<file path="src/rtl/jtframe_ba_arbiter_if.sv">
// jtframe_ba_arbiter_if: per-slot request/response signals plus the SDRAM bank read port.
// master = arbiter side, slave = game logic and bank side.
interface jtframe_ba_arbiter_if #(
    parameter int SLOTS = 4,
    parameter int AW    = 22
);
    logic [SLOTS*AW-1:0] slot_addr;
    logic [SLOTS-1:0]    slot_cs;
    logic [SLOTS-1:0]    slot_ok;
    logic [SLOTS*16-1:0] slot_dout;
    logic [AW-1:0]       ba_addr;
    logic                ba_rd;
    logic                ba_ack;
    logic                ba_rdy;
    logic [15:0]         sdram_dout;

    modport master (
        input  slot_addr, slot_cs, ba_ack, ba_rdy, sdram_dout,
        output slot_ok, slot_dout, ba_addr, ba_rd
    );

    modport slave (
        output slot_addr, slot_cs, ba_ack, ba_rdy, sdram_dout,
        input  slot_ok, slot_dout, ba_addr, ba_rd
    );
endinterface

</file>
<file path="src/rtl/jtframe_ba_arbiter.sv">
// jtframe_ba_arbiter: round-robin sharing of one SDRAM bank read port between SLOTS one-word slots.
// Define JTFRAME_BA_ARB_CACHE_EN to keep each slot's word valid while its cs is low.
module jtframe_ba_arbiter #(
    parameter int SLOTS = 4,
    parameter int AW    = 22
) (
    input logic                 clk,
    input logic                 rst_n,
    jtframe_ba_arbiter_if.master bus
);
    localparam int GW = $clog2(SLOTS);

    typedef enum logic [1:0] {IDLE, WAIT_ACK, WAIT_RDY} state_t;

    state_t              state, state_nx;
    logic [AW-1:0]       tag [SLOTS];
    logic [15:0]         data [SLOTS];
    logic [SLOTS-1:0]    valid, hit, pend;
    logic [GW-1:0]       rr_ptr, gnt, pick;
    logic [GW:0]         idx;
    logic [AW-1:0]       req_addr;
    logic                req_rd, found, issue, done, busy;
    logic [SLOTS*16-1:0] dout_flat;

    assign busy          = state != IDLE;
    assign bus.ba_addr   = req_addr;
    assign bus.ba_rd     = req_rd;
    assign bus.slot_ok   = bus.slot_cs & hit;
    assign bus.slot_dout = dout_flat;

    // The slot being served is not pending, so it cannot be granted twice
    for (genvar i = 0; i < SLOTS; i++) begin : g_slot
        assign hit[i]  = valid[i] && tag[i] == bus.slot_addr[i*AW +: AW];
        assign pend[i] = bus.slot_cs[i] && !hit[i] && !(busy && gnt == GW'(i));
    end

    always_comb begin
        dout_flat = '0;
        for (int i = 0; i < SLOTS; i++) dout_flat[i*16 +: 16] = data[i];
    end

    // Search starts just after the last winner, so the winner drops to lowest priority
    always_comb begin
        found = 1'b0;
        pick  = '0;
        idx   = '0;
        for (int k = 1; k <= SLOTS; k++) begin
            idx = {1'b0, rr_ptr} + (GW+1)'(k);
            idx = idx >= (GW+1)'(SLOTS) ? idx - (GW+1)'(SLOTS) : idx;
            if (!found && pend[idx[GW-1:0]]) begin
                found = 1'b1;
                pick  = idx[GW-1:0];
            end
        end
    end

    always_comb begin
        state_nx = state;
        issue    = 1'b0;
        done     = 1'b0;
        case (state)
            IDLE: begin
                issue    = found;
                state_nx = found ? WAIT_ACK : IDLE;
            end
            WAIT_ACK: begin
                done     = bus.ba_ack && bus.ba_rdy;
                state_nx = !bus.ba_ack ? WAIT_ACK : bus.ba_rdy ? IDLE : WAIT_RDY;
            end
            WAIT_RDY: begin
                done     = bus.ba_rdy;
                state_nx = bus.ba_rdy ? IDLE : WAIT_RDY;
            end
            default: state_nx = IDLE;
        endcase
    end

    always_ff @(posedge clk or negedge rst_n) begin
        if (!rst_n) begin
            state    <= IDLE;
            rr_ptr   <= GW'(SLOTS-1);
            gnt      <= '0;
            req_addr <= '0;
            req_rd   <= 1'b0;
            valid    <= '0;
            for (int i = 0; i < SLOTS; i++) begin
                tag[i]  <= '0;
                data[i] <= '0;
            end
        end else begin
            state <= state_nx;
            if (issue) begin
                gnt      <= pick;
                rr_ptr   <= pick;
                req_addr <= bus.slot_addr[int'(pick)*AW +: AW];
                req_rd   <= 1'b1;
            end else if (state == WAIT_ACK && bus.ba_ack) begin
                req_rd <= 1'b0;
            end
`ifdef JTFRAME_BA_ARB_CACHE_EN
            valid <= valid;
`else
            valid <= valid & bus.slot_cs;
`endif
            if (done) begin
                tag[gnt]   <= req_addr;
                data[gnt]  <= bus.sdram_dout;
                valid[gnt] <= 1'b1;
            end
        end
    end
endmodule

</file>
<file path="src/flat_wrapper.sv">
// flat-port wrapper written by rule: the top's interface ports become plain ports
module jtframe_ba_arbiter_flat 
#(
    parameter int SLOTS = 4,
    parameter int AW    = 22
)
  (clk, rst_n, bus_slot_addr, bus_slot_cs, bus_ba_ack, bus_ba_rdy, bus_sdram_dout, bus_slot_ok, bus_slot_dout, bus_ba_addr, bus_ba_rd);
  jtframe_ba_arbiter_if #(.SLOTS(SLOTS), .AW(AW)) bus_i ();
  input logic clk;
  input logic rst_n;
  input wire logic [$bits(bus_i.slot_addr)-1:0] bus_slot_addr;
  input wire logic [$bits(bus_i.slot_cs)-1:0] bus_slot_cs;
  input wire logic [$bits(bus_i.ba_ack)-1:0] bus_ba_ack;
  input wire logic [$bits(bus_i.ba_rdy)-1:0] bus_ba_rdy;
  input wire logic [$bits(bus_i.sdram_dout)-1:0] bus_sdram_dout;
  output wire logic [$bits(bus_i.slot_ok)-1:0] bus_slot_ok;
  output wire logic [$bits(bus_i.slot_dout)-1:0] bus_slot_dout;
  output wire logic [$bits(bus_i.ba_addr)-1:0] bus_ba_addr;
  output wire logic [$bits(bus_i.ba_rd)-1:0] bus_ba_rd;
  assign bus_i.slot_addr = bus_slot_addr;
  assign bus_i.slot_cs = bus_slot_cs;
  assign bus_i.ba_ack = bus_ba_ack;
  assign bus_i.ba_rdy = bus_ba_rdy;
  assign bus_i.sdram_dout = bus_sdram_dout;
  assign bus_slot_ok = bus_i.slot_ok;
  assign bus_slot_dout = bus_i.slot_dout;
  assign bus_ba_addr = bus_i.ba_addr;
  assign bus_ba_rd = bus_i.ba_rd;
  jtframe_ba_arbiter #(.SLOTS(SLOTS), .AW(AW)) u_core (.clk(clk), .rst_n(rst_n), .bus(bus_i));
endmodule
</file>
<file path="config.mk">
export PLATFORM = sky130hd
export DESIGN_NAME = jtframe_ba_arbiter_flat
export DESIGN_NICKNAME = d
export VERILOG_FILES = /design/src/rtl/jtframe_ba_arbiter_if.sv /design/src/rtl/jtframe_ba_arbiter.sv /design/src/flat_wrapper.sv
export SDC_FILE = /design/constraint.sdc
export NUM_CORES = 1
export LEC_CHECK = 0
export ABC_AREA = 1
export CAP_MARGIN = 5
export CORE_UTILIZATION = 25
export CTS_BUF_LIST = sky130_fd_sc_hd__clkbuf_8 sky130_fd_sc_hd__clkbuf_16
export CTS_CLUSTER_DIAMETER = 150
export DETAILED_ROUTE_END_ITERATION = 12
export PLACE_DENSITY = 0.56
export SLEW_MARGIN = 20
export SYNTH_ARGS = -nofsm -noshare
export SYNTH_HDL_FRONTEND = slang
export SYNTH_SLANG_ARGS = --single-unit
</file>
<file path="constraint.sdc">
create_clock -name clk -period 4.5 [get_ports clk]
set_clock_uncertainty 0.15 [all_clocks]
set_input_delay 0.9 -clock clk [delete_from_list [all_inputs] [get_ports clk]]
set_output_delay 0.9 -clock clk [all_outputs]
set_load 0.02 [all_outputs]
</file>
==> key figures, run 1 <==
Clocking
  • Clock sinks: 185
  • H-tree Lvls: 4
  • Num CTS Buffers: 17
  • CTS tree: yes
  • Cts-stage hold buffer count: 0
  • Clock Tree Root: clkbuf_16
  • Worst-skew pair later-pin latency: 0.45 ns
  • Clock-pin slew on the worst setup and hold paths: 0.07 ns
  • Clk buf depth: 2
  • Post-CTS Setup Bufs: 0
  • Post-CTS sizing: 0

Setup path
  • CP endpoint kind: output pin
  • CP Buf/Inv Count: 3
  • Critical Path Source Type: primary input
  • Worst reg2reg setup slack: 1.49 ns
  • Worst-case reg-to-reg path depth: 13
  • Crit path kind: in2out
  • Critical Path Slowest Stage Cell: clkdlybuf4s50_1
  • CP Max Fanout: 3
  • CP most frequent cell: nor2_1
  • Critical Path AT: 3.20 ns
  • Worst path cell trace: clkdlybuf4s50_1, inv_1, nand2_1, o21ai_1, nor2_1, nand2_1, nor2_1, nand3_1, nor2_1, clkdlybuf4s50_1
  • Data required time of the worst path: 3.45 ns
  • Cell family with most CP delay: buffers and inverters
  • Worst path max stage delay: 0.63 ns
  • Reg2reg end: u_core.bus.ba_addr[21]$_DFFE_PN0P_
  • Reg-to-reg startpoint: u_core.tag[17]$_DFFE_PN0P_

Floorplanning
  • Core ar.: 0.0377 mm2
  • IO Pins: 203
  • Die X: 198 um
  • Die height: 198 um
  • DIE AREA: 0.0391 mm2
  • Cell Rows: 71
  • Initial Util: 0.255

Logic synthesis
  • Avg Inst Size Synth: 7.22 um2
  • Register bit total from synthesis: 185
  • Post-Syn Nets: 1444
  • Synth Cell Area: 0.00959 mm2
  • Yosys warning count: 0
  • Ranking of synthesized cells by area: dfrtp_1 (48%), nand2_1 (20%), o21ai_0 (8.5%), inv_1 (7.4%), nor2_1 (2.9%)
  • Top cell type's share of synthesized area: 0.478
  • Yosys cell types: 32
  • Sequential area share after synthesis: 0.483
  • Post-Syn Instances: 1328
  • Yosys top cell by area: dfrtp_1

Placed design
  • Count of input and output buffers: 202
  • Placed cell areas: 0.0122 mm2
  • DP Wirelength: 26100 um
  • Final Wtd Congestion: 0.926

Global route
  • Gr usage total: 0.184
  • Met2 GRT Util: 0.296
  • Met1 GRT Util: 0.227
  • Initial antenna violation count: 3
  • Global route total overflow: 0
  • GR Util met3: 0.0453
  • First-pass GRT wire length: 53100 um
  • Most Crowded Layer GR: met2
  • Vias in the first global route: 8823
  • Largest net degree at the start of global routing: 97

Final layout
  • Finished Core Util: 0.340
  • Fill cells: 4087
  • Number of diodes: 0
  • Area growth, synth to finish: 33.5%
  • Final Cell Area: 0.0128 mm2
  • Nets@finish: 1637
  • Ratio of cells with drive above 1 in the final layout: 0.0593

Pwr
  • P per Cell Area: 762 mW/mm2
  • Static leakage: 6.26 nW
  • Total power: 9.75 mW
  • Worst ir drop on vdd: 0.000556 V

Detailed routing
  • WL/cell: 17.1 um
  • Drt pass-1 iters: 5
  • DRT iter0 DRCs: 592
  • Via-to-Cell Ratio: 4.38
  • Drt total wl: 34900 um
  • Routed via count: 8967
  • Antenna Nets Post-Route: 0
  • DRC: 0

STA
  • Period utilization: 0.945
  • Slew Limit Fails: 0
  • Worst Max-Slew Pin Slew: 0.847 ns
  • Setup Viol. Count Final: 0
  • Hold WS: 0.337 ns
  • TNS Setup: 0 ns
  • FMAX: 235 MHz
  • Hold Vio Cnt, Final: 0
  • Max-slew headroom: 0.435
  • Tmin final: 4.25 ns
  • RSZ-0062 raised after global routing: no

Outcome
  • Status: completed

Min path
  • Worst hold stages: 2
  • Min-Delay Path Class: reg2reg
  • Hold path endpoint: u_core.bus.slot_dout[47]$_DFFE_PN0P_
  • HP Start: u_core.bus.slot_dout[47]$_DFFE_PN0P_

Job
  • Number of max-cap violations: 0
[worst max-delay path by stage]
stage | start | to | slack (ns) | depth (start not counted)
CTS | bus_slot_addr[83] | bus_slot_ok[3] | 0.31 | 7
finish | bus_slot_addr[84] | bus_slot_ok[3] | 0.25 | 10
global route | bus_slot_addr[78] | bus_slot_ok[3] | 0.13 | 10
detailed placement | bus_slot_addr[83] | bus_slot_ok[3] | 0.31 | 7
floorplan | bus_slot_addr[36] | u_core.bus.ba_addr[15]$_DFFE_PN0P_ | 1.74 | 21
global placement | bus_slot_addr[83] | bus_slot_ok[3] | 0.25 | 7
[final cells by class]
type / instances / area [um2] / area share
Sequential cell: 185 / 4630 / 0.362
Multi-Input combinational cell: 896 / 3970 / 0.310
Timing Repair Buffer: 223 / 2230 / 0.174
Inverter: 198 / 743 / 0.0581
Tap cell: 511 / 639 / 0.0499
Clock buffer: 17 / 425 / 0.0332
Clock inverter: 15 / 163 / 0.0127
[cell usage after synthesis]
cell type	count
a21boi_4	1
a21oi_1	9
a21oi_2	2
and2_1	1
buf_1	1
buf_2	6
buf_4	3
buf_6	4
buf_8	2
clkbuf_1	33
clkinv_1	2
dfrtp_1	183
dfstp_2	2
ha_1	4
inv_1	188
inv_2	8
nand2_1	508
nand2_2	4
nand2_4	1
nand3_1	52
nand3_2	5
nand3_4	1
nand3b_1	3
nand4_1	17
nand4_2	1
nand4_4	1
nor2_1	73
nor2_2	8
o21ai_0	163
o21ai_1	32
or3_1	1
xnor2_1	9
[metal layers]
layer / up-vias / routed length [um]
li1: 4474 / -
met1: 4141 / 14900
met2: 288 / 16000
met3: 58 / 2380
met4: 6 / 1600
met5: - / 34
[kinds of logic after synthesis]
family	Yosys count	share of synthesized area
AO/OA/AOI/OAI	207	0.110
XOR/XNOR	9	0.00822
adder cells (fa/ha/maj)	4	0.00522
buffers and inverters	247	0.104
flip-flops	185	0.483
AND/OR/NAND/NOR	676	0.289
[placed cells by master, fill, tap and decap left out, types with 2 or more instances in the layout]
cell type        count
a21oi_1              9
a21oi_2              2
buf_12               4
buf_4               17
clkbuf_16           17
clkdlybuf4s50_1    201
clkinv_1             2
clkinv_4             3
dfrtp_1            183
dfstp_2              2
ha_1                 4
inv_1              189
inv_2                8
inv_6                2
inv_8                5
nand2_1            504
nand2_2              8
nand3_1             52
nand3_2              5
nand3b_1             3
nand4_1             17
nor2_1              73
nor2_2               8
o21ai_0            163
o21ai_1             32
xnor2_1              9
[registers in the layout, indices dropped and copies added (netlist names)]
register              count
u_core.tag               88
u_core.bus.slot_dout     64
u_core.bus.ba_addr       22
u_core.valid              4
u_core.gnt                2
u_core.rr_ptr             2
u_core.state              2
u_core.bus.ba_rd          1
[worst reg2reg max path, stage by stage, from the launching register on]
cell,delay [ns]
dfrtp_1,0.41
xnor2_1,0.51
nand3_1,0.13
nor2_1,0.13
nand3_1,0.15
nand3_1,0.16
nand3_1,0.10
nand2_2,0.15
nand4_2,0.14
nand2_1,0.11
nand2_2,0.08
nor2_2,0.49
nand2_1,0.14
nand3_1,0.10
[power breakdown]
| part | internal, mW | leakage, nW | switching (mW) |
|---|---|---|---|
| registers | 2.40 | 2.40 | 0.541 |
| clock network | 0.790 | 0.292 | 0.759 |
| logic | 2.00 | 3.57 | 3.26 |
| total | 5.19 | 6.26 | 4.56 |
[through the flow]
step	setup WS [ns]	cells
finish	0.246	2045
global route	0.126	2045
CTS	0.308	2045
detailed placement	0.313	2013
global placement	0.248	2013
floorplan	1.74	1328
Note: power is estimated with default switching activity, not from simulation.
==> run 2: changes to the inputs <==
--- a/config.mk
+++ b/config.mk
@@ -7,11 +7,13 @@
 export LEC_CHECK = 0
 export ABC_AREA = 1
 export CAP_MARGIN = 5
+export CORE_ASPECT_RATIO = 1.5
 export CORE_UTILIZATION = 25
 export CTS_BUF_LIST = sky130_fd_sc_hd__clkbuf_8 sky130_fd_sc_hd__clkbuf_16
 export CTS_CLUSTER_DIAMETER = 150
 export DETAILED_ROUTE_END_ITERATION = 12
-export PLACE_DENSITY = 0.56
+export HOLD_SLACK_MARGIN = 0.03
+export PLACE_DENSITY = 0.48
 export SLEW_MARGIN = 20
 export SYNTH_ARGS = -nofsm -noshare
 export SYNTH_HDL_FRONTEND = slang
==> key figures, run 2 (same netlist as run 1, synthesis figures left out) <==
Outcome
  • Status: completed

Detailed routing
  • DRC: 0
  • WL/cell: 17.4 um
  • Drt total wl: 35200 um
  • Antenna Nets Post-Route: 0
  • DRT iter0 DRCs: 530
  • Drt pass-1 iters: 7
  • Via-to-Cell Ratio: 4.38
  • Routed via count: 8833

Floorplanning
  • Core ar.: 0.0377 mm2
  • Die X: 162 um
  • DIE AREA: 0.0392 mm2
  • IO Pins: 203
  • Die height: 242 um
  • Initial Util: 0.255
  • Cell Rows: 87

STA
  • Max-slew headroom: 0.424
  • Setup slack after layout: 0.389 ns
  • Worst Max-Slew Pin Slew: 0.863 ns
  • Hold Vio Cnt, Final: 0
  • FMAX: 243 MHz
  • Tmin final: 4.11 ns
  • Slew Limit Fails: 0
  • Setup Viol. Count Final: 0
  • RSZ-0062 raised after global routing: no
  • Period utilization: 0.914
  • TNS Setup: 0 ns

Setup path
  • Critical Path Source Type: primary input
  • CP Buf/Inv Count: 3
  • Critical Path AT: 3.06 ns
  • CP most frequent cell: nor2_1
  • Cell family with most CP delay: buffers and inverters
  • Crit path kind: in2out
  • Critical Path Slowest Stage Cell: clkdlybuf4s50_1
  • Worst Setup SP: bus_slot_addr[14]
  • Worst path max stage delay: 0.63 ns
  • Reg-to-reg startpoint: u_core.tag[80]$_DFFE_PN0P_
  • Data required time of the worst path: 3.45 ns
  • CP Max Fanout: 3
  • CP endpoint kind: output pin
  • Worst path cell trace: clkdlybuf4s50_1, nand2_1, clkinv_1, nor2_1, nor2_1, nand2_1, nor2_1, nand3_1, nor2_1, clkdlybuf4s50_1

Placed design
  • DP Wirelength: 27300 um
  • Setup slack after placement: 0.221 ns
  • Final Wtd Congestion: 0.940
  • DP Cell Count: 1985
  • Count of input and output buffers: 202
  • Placed cell areas: 0.0121 mm2

Clocking
  • Worst-skew pair later-pin latency: 0.45 ns
  • CTS tree: yes
  • Clock Tree Root: clkbuf_16
  • Num CTS Buffers: 17
  • Clk buf depth: 2
  • Clock sinks: 185
  • Clock-pin slew on the worst setup and hold paths: 0.08 ns
  • Post-CTS Setup Bufs: 0
  • H-tree Lvls: 4
  • Cts-stage hold buffer count: 0
  • Post-CTS sizing: 0

Global route
  • Gr usage total: 0.185
  • Largest net degree at the start of global routing: 98
  • First-pass GRT wire length: 53300 um
  • Vias in the first global route: 8739
  • Global route total overflow: 0
  • Initial antenna violation count: 1

Final layout
  • Commonest non-fill, non-tap cell in the layout: nand2_1
  • Fill cells: 4137
  • Area growth, synth to finish: 32.5%
  • Reg with most FFs: u_core.tag
  • Non-filler instance count after layout: 2018
  • Final Cell Area: 0.0127 mm2
  • Nets@finish: 1631
  • Max reg flops: 88
  • Ratio of cells with drive above 1 in the final layout: 0.0563
  • Most frequent cells in the layout: nand2_1 (504), clkdlybuf4s50_1 (201), inv_1 (188)

Pwr
  • Worst ir drop on vdd: 0.000434 V
  • P per Cell Area: 756 mW/mm2
  • Static leakage: 6.23 nW

Min path
  • HP Start: u_core.bus.slot_dout[23]$_DFFE_PN0P_
  • Min-Delay Path Class: reg2reg

Job
  • Number of max-cap violations: 0
==> run 2: worst paths after layout <==
check	endpoint	slack (ns)	cells after the start
min reg2reg	u_core.bus.slot_dout[23]$_DFFE_PN0P_	0.34	2
min in group asynchronous	u_core.tag[61]$_DFFE_PN0P_	0.40	1
min	u_core.bus.slot_dout[23]$_DFFE_PN0P_	0.34	2
max reg2reg	u_core.bus.ba_addr[0]$_DFFE_PN0P_	1.36	19
max in group asynchronous	u_core.tag[6]$_DFFE_PN0P_	2.92	2
max	bus_slot_ok[0]	0.39	10
==> run 2: final cells by class <==
class | count | area (um2) | share of cell area
antenna | 1 | 2.50 | 0.000197
clock buffer | 19 | 453 | 0.0357
clock inverter | 13 | 126 | 0.00995
inverter | 198 | 743 | 0.0585
multi-input combinational | 896 | 3970 | 0.313
sequential | 185 | 4630 | 0.365
tap | 489 | 612 | 0.0482
timing repair buffer | 217 | 2160 | 0.170
==> run 2: per-layer routing <==
metal	track usage	vias up	wire length, um
met1	0.201	4066	13200
met3	0.0400	60	1810
met2	0.338	248	18700
li1	-	4459	-
met4	0.0880	0	1470
met5	0	-	0
==> run 2: worst reg2reg max path: cells and delay by family, from the launching register on <==
| kind | cells | cell delay (ns) |
|---|---|---|
| DFF | 1 | 0.39 |
| buffers and inverters | 1 | 0.33 |
| and+or+nand+nor | 18 | 2.15 |
==> run 2: report_power, final <==
group | internal, mW | switching [mW] | total [mW]
Sequential | 2.40 | 0.561 | 2.96
Combinational | 1.89 | 3.21 | 5.11
Clock | 0.765 | 0.763 | 1.53
==> run 2: per-stage QoR <==
stage | power [mW] | hold WS (ns) | utilization
after global routing | 10.3 | 0.360 | 0.337
after detailed placement | 8.13 | 0.318 | 0.322
final | 9.60 | 0.340 | 0.337
after global placement | 8.11 | 0.315 | 0.322
after floorplan | 6.13 | 0.295 | -
after CTS | 9.71 | 0.339 | 0.337
==> run 3: changes to the inputs <==
--- a/config.mk
+++ b/config.mk
@@ -12,6 +12,7 @@
 export CTS_BUF_LIST = sky130_fd_sc_hd__clkbuf_8 sky130_fd_sc_hd__clkbuf_16
 export CTS_CLUSTER_DIAMETER = 150
 export DETAILED_ROUTE_END_ITERATION = 12
+export GPL_TIMING_DRIVEN = 0
 export HOLD_SLACK_MARGIN = 0.03
 export PLACE_DENSITY = 0.48
 export SLEW_MARGIN = 20
==> key figures, run 3 (same netlist as run 1, synthesis figures left out) <==
Global route
  • Vias in the first global route: 9427
  • Gr usage total: 0.204
  • Largest net degree at the start of global routing: 88
  • Global route total overflow: 0
  • Initial antenna violation count: 0
  • First-pass GRT wire length: 58000 um

STA
  • Setup Viol. Count Final: 0
  • Hold Vio Cnt, Final: 0
  • FMAX: 241 MHz
  • Worst Max-Slew Pin Slew: 0.653 ns
  • RSZ-0062 raised after global routing: no
  • Max-slew headroom: 0.565
  • Setup slack after layout: 0.357 ns
  • Period utilization: 0.921
  • Tmin final: 4.14 ns
  • Slew Limit Fails: 0

Pwr
  • Total power: 10.0 mW
  • Worst ir drop on vdd: 0.000326 V
  • P per Cell Area: 780 mW/mm2
  • Static leakage: 6.30 nW

Floorplanning
  • IO Pins: 203
  • Initial Util: 0.255
  • DIE AREA: 0.0392 mm2
  • Die height: 242 um
  • Cell Rows: 87
  • Die X: 162 um
  • Core ar.: 0.0377 mm2

Final layout
  • Area of the multi-input gates: 0.00396 mm2
  • Fill cells: 4119
  • Nets@finish: 1667
  • Number of diodes: 0
  • Flip-flop and latch area: 0.00463 mm2
  • Finished Core Util: 0.342
  • Commonest non-fill, non-tap cell in the layout: nand2_1
  • Area growth, synth to finish: 34.4%
  • Max reg flops: 88
  • Most frequent cells in the layout: nand2_1 (508), clkdlybuf4s50_1 (201), inv_1 (188)
  • Reg with most FFs: u_core.tag
  • Ratio of cells with drive above 1 in the final layout: 0.0537

Clocking
  • Clock Tree Root: clkbuf_16
  • Clock-pin slew on the worst setup and hold paths: 0.07 ns
  • Cts-stage hold buffer count: 0
  • Post-CTS sizing: 0
  • Post-CTS Setup Bufs: 0
  • Worst-skew pair later-pin latency: 0.47 ns
  • H-tree Lvls: 4
  • Clock sinks: 185
  • Clk buf depth: 2
  • Num CTS Buffers: 17
  • CTS tree: yes

Setup path
  • Critical Path Source Type: primary input
  • CP endpoint kind: output pin
  • Data required time of the worst path: 3.45 ns
  • Worst Setup SP: bus_slot_addr[43]
  • Critical Path AT: 3.09 ns
  • CP Max Fanout: 3
  • Reg-to-reg startpoint: u_core.tag[65]$_DFFE_PN0P_
  • Crit path kind: in2out

Detailed routing
  • Antenna Nets Post-Route: 0
  • Via-to-Cell Ratio: 4.42
  • Drt total wl: 38500 um
  • DRT iter0 DRCs: 573
  • WL/cell: 18.7 um
  • DRC: 0
  • Routed via count: 9064
  • Drt pass-1 iters: 5

Placed design
  • Final Wtd Congestion: 0.911
  • Setup slack after placement: 0.371 ns
  • DP Wirelength: 30300 um
  • Count of input and output buffers: 202

Job
  • Number of max-cap violations: 0

Min path
  • Min-Delay Path Class: in2async

Outcome
  • Status: completed
## run 3: routing by layer
layer  global-route usage  vias to the layer above  routed length [um]
met3               0.0429                       57                1990
met2                0.361                      273               19600
li1                     -                     4531                   -
met4                0.107                        0                1790
met1                0.226                     4203               15100
met5                    0                        -                   0
## run 3: cell type report
type	instances	share of cell area
repair buffers	204	0.162
plain buffers	49	0.0198
flip-flops and latches	185	0.360
clock buffers	17	0.0330
well taps	489	0.0475
inverters	198	0.0577
clock inverters	15	0.0135
multi-input cells	896	0.307
## run 3: worst max-delay path, stage by stage
cell and delay (ns):
clkdlybuf4s50_1 0.52, inv_1 0.07, nand2_1 0.05, o21ai_0 0.11
nor2_1 0.11, nand2_1 0.09, nor2_1 0.24, nand3_1 0.24
nor2_1 0.15, clkdlybuf4s50_1 0.61
## run 3: power by group
| part | switching, mW | internal (mW) |
|---|---|---|
| logic | 3.50 | 2.02 |
| clock network | 0.787 | 0.798 |
| registers | 0.536 | 2.40 |
## run 3: path summary, 6_finish.rpt
| path | cells after the start | end | slack [ns] |
|---|---|---|---|
| setup reg to reg | 17 | u_core.bus.ba_addr[2]$_DFFE_PN0P_ | 1.38 |
| hold / removal | 1 | u_core.tag[61]$_DFFE_PN0P_ | 0.13 |
| max in group asynchronous | 3 | u_core.rr_ptr[0]$_DFFE_PN1P_ | 2.93 |
| min in group clk | 2 | u_core.bus.ba_rd$_DFFE_PN0P_ | 0.33 |
| hold reg to reg | 2 | u_core.bus.ba_rd$_DFFE_PN0P_ | 0.33 |
| setup / recovery | 10 | bus_slot_ok[1] | 0.36 |
## run 3: through the flow
step / instance area [um2] / hold WS, ns / setup TNS, ns / instances
after floorplan: 9590 / 0.295 / 0 / 1328
after global placement: 12200 / 0.314 / -1100.55 / 2019
after detailed placement: 12300 / 0.318 / 0 / 2021
after CTS: 12900 / 0.125 / 0 / 2053
after global routing: 12900 / 0.135 / 0 / 2053
final: 12900 / 0.132 / 0 / 2053
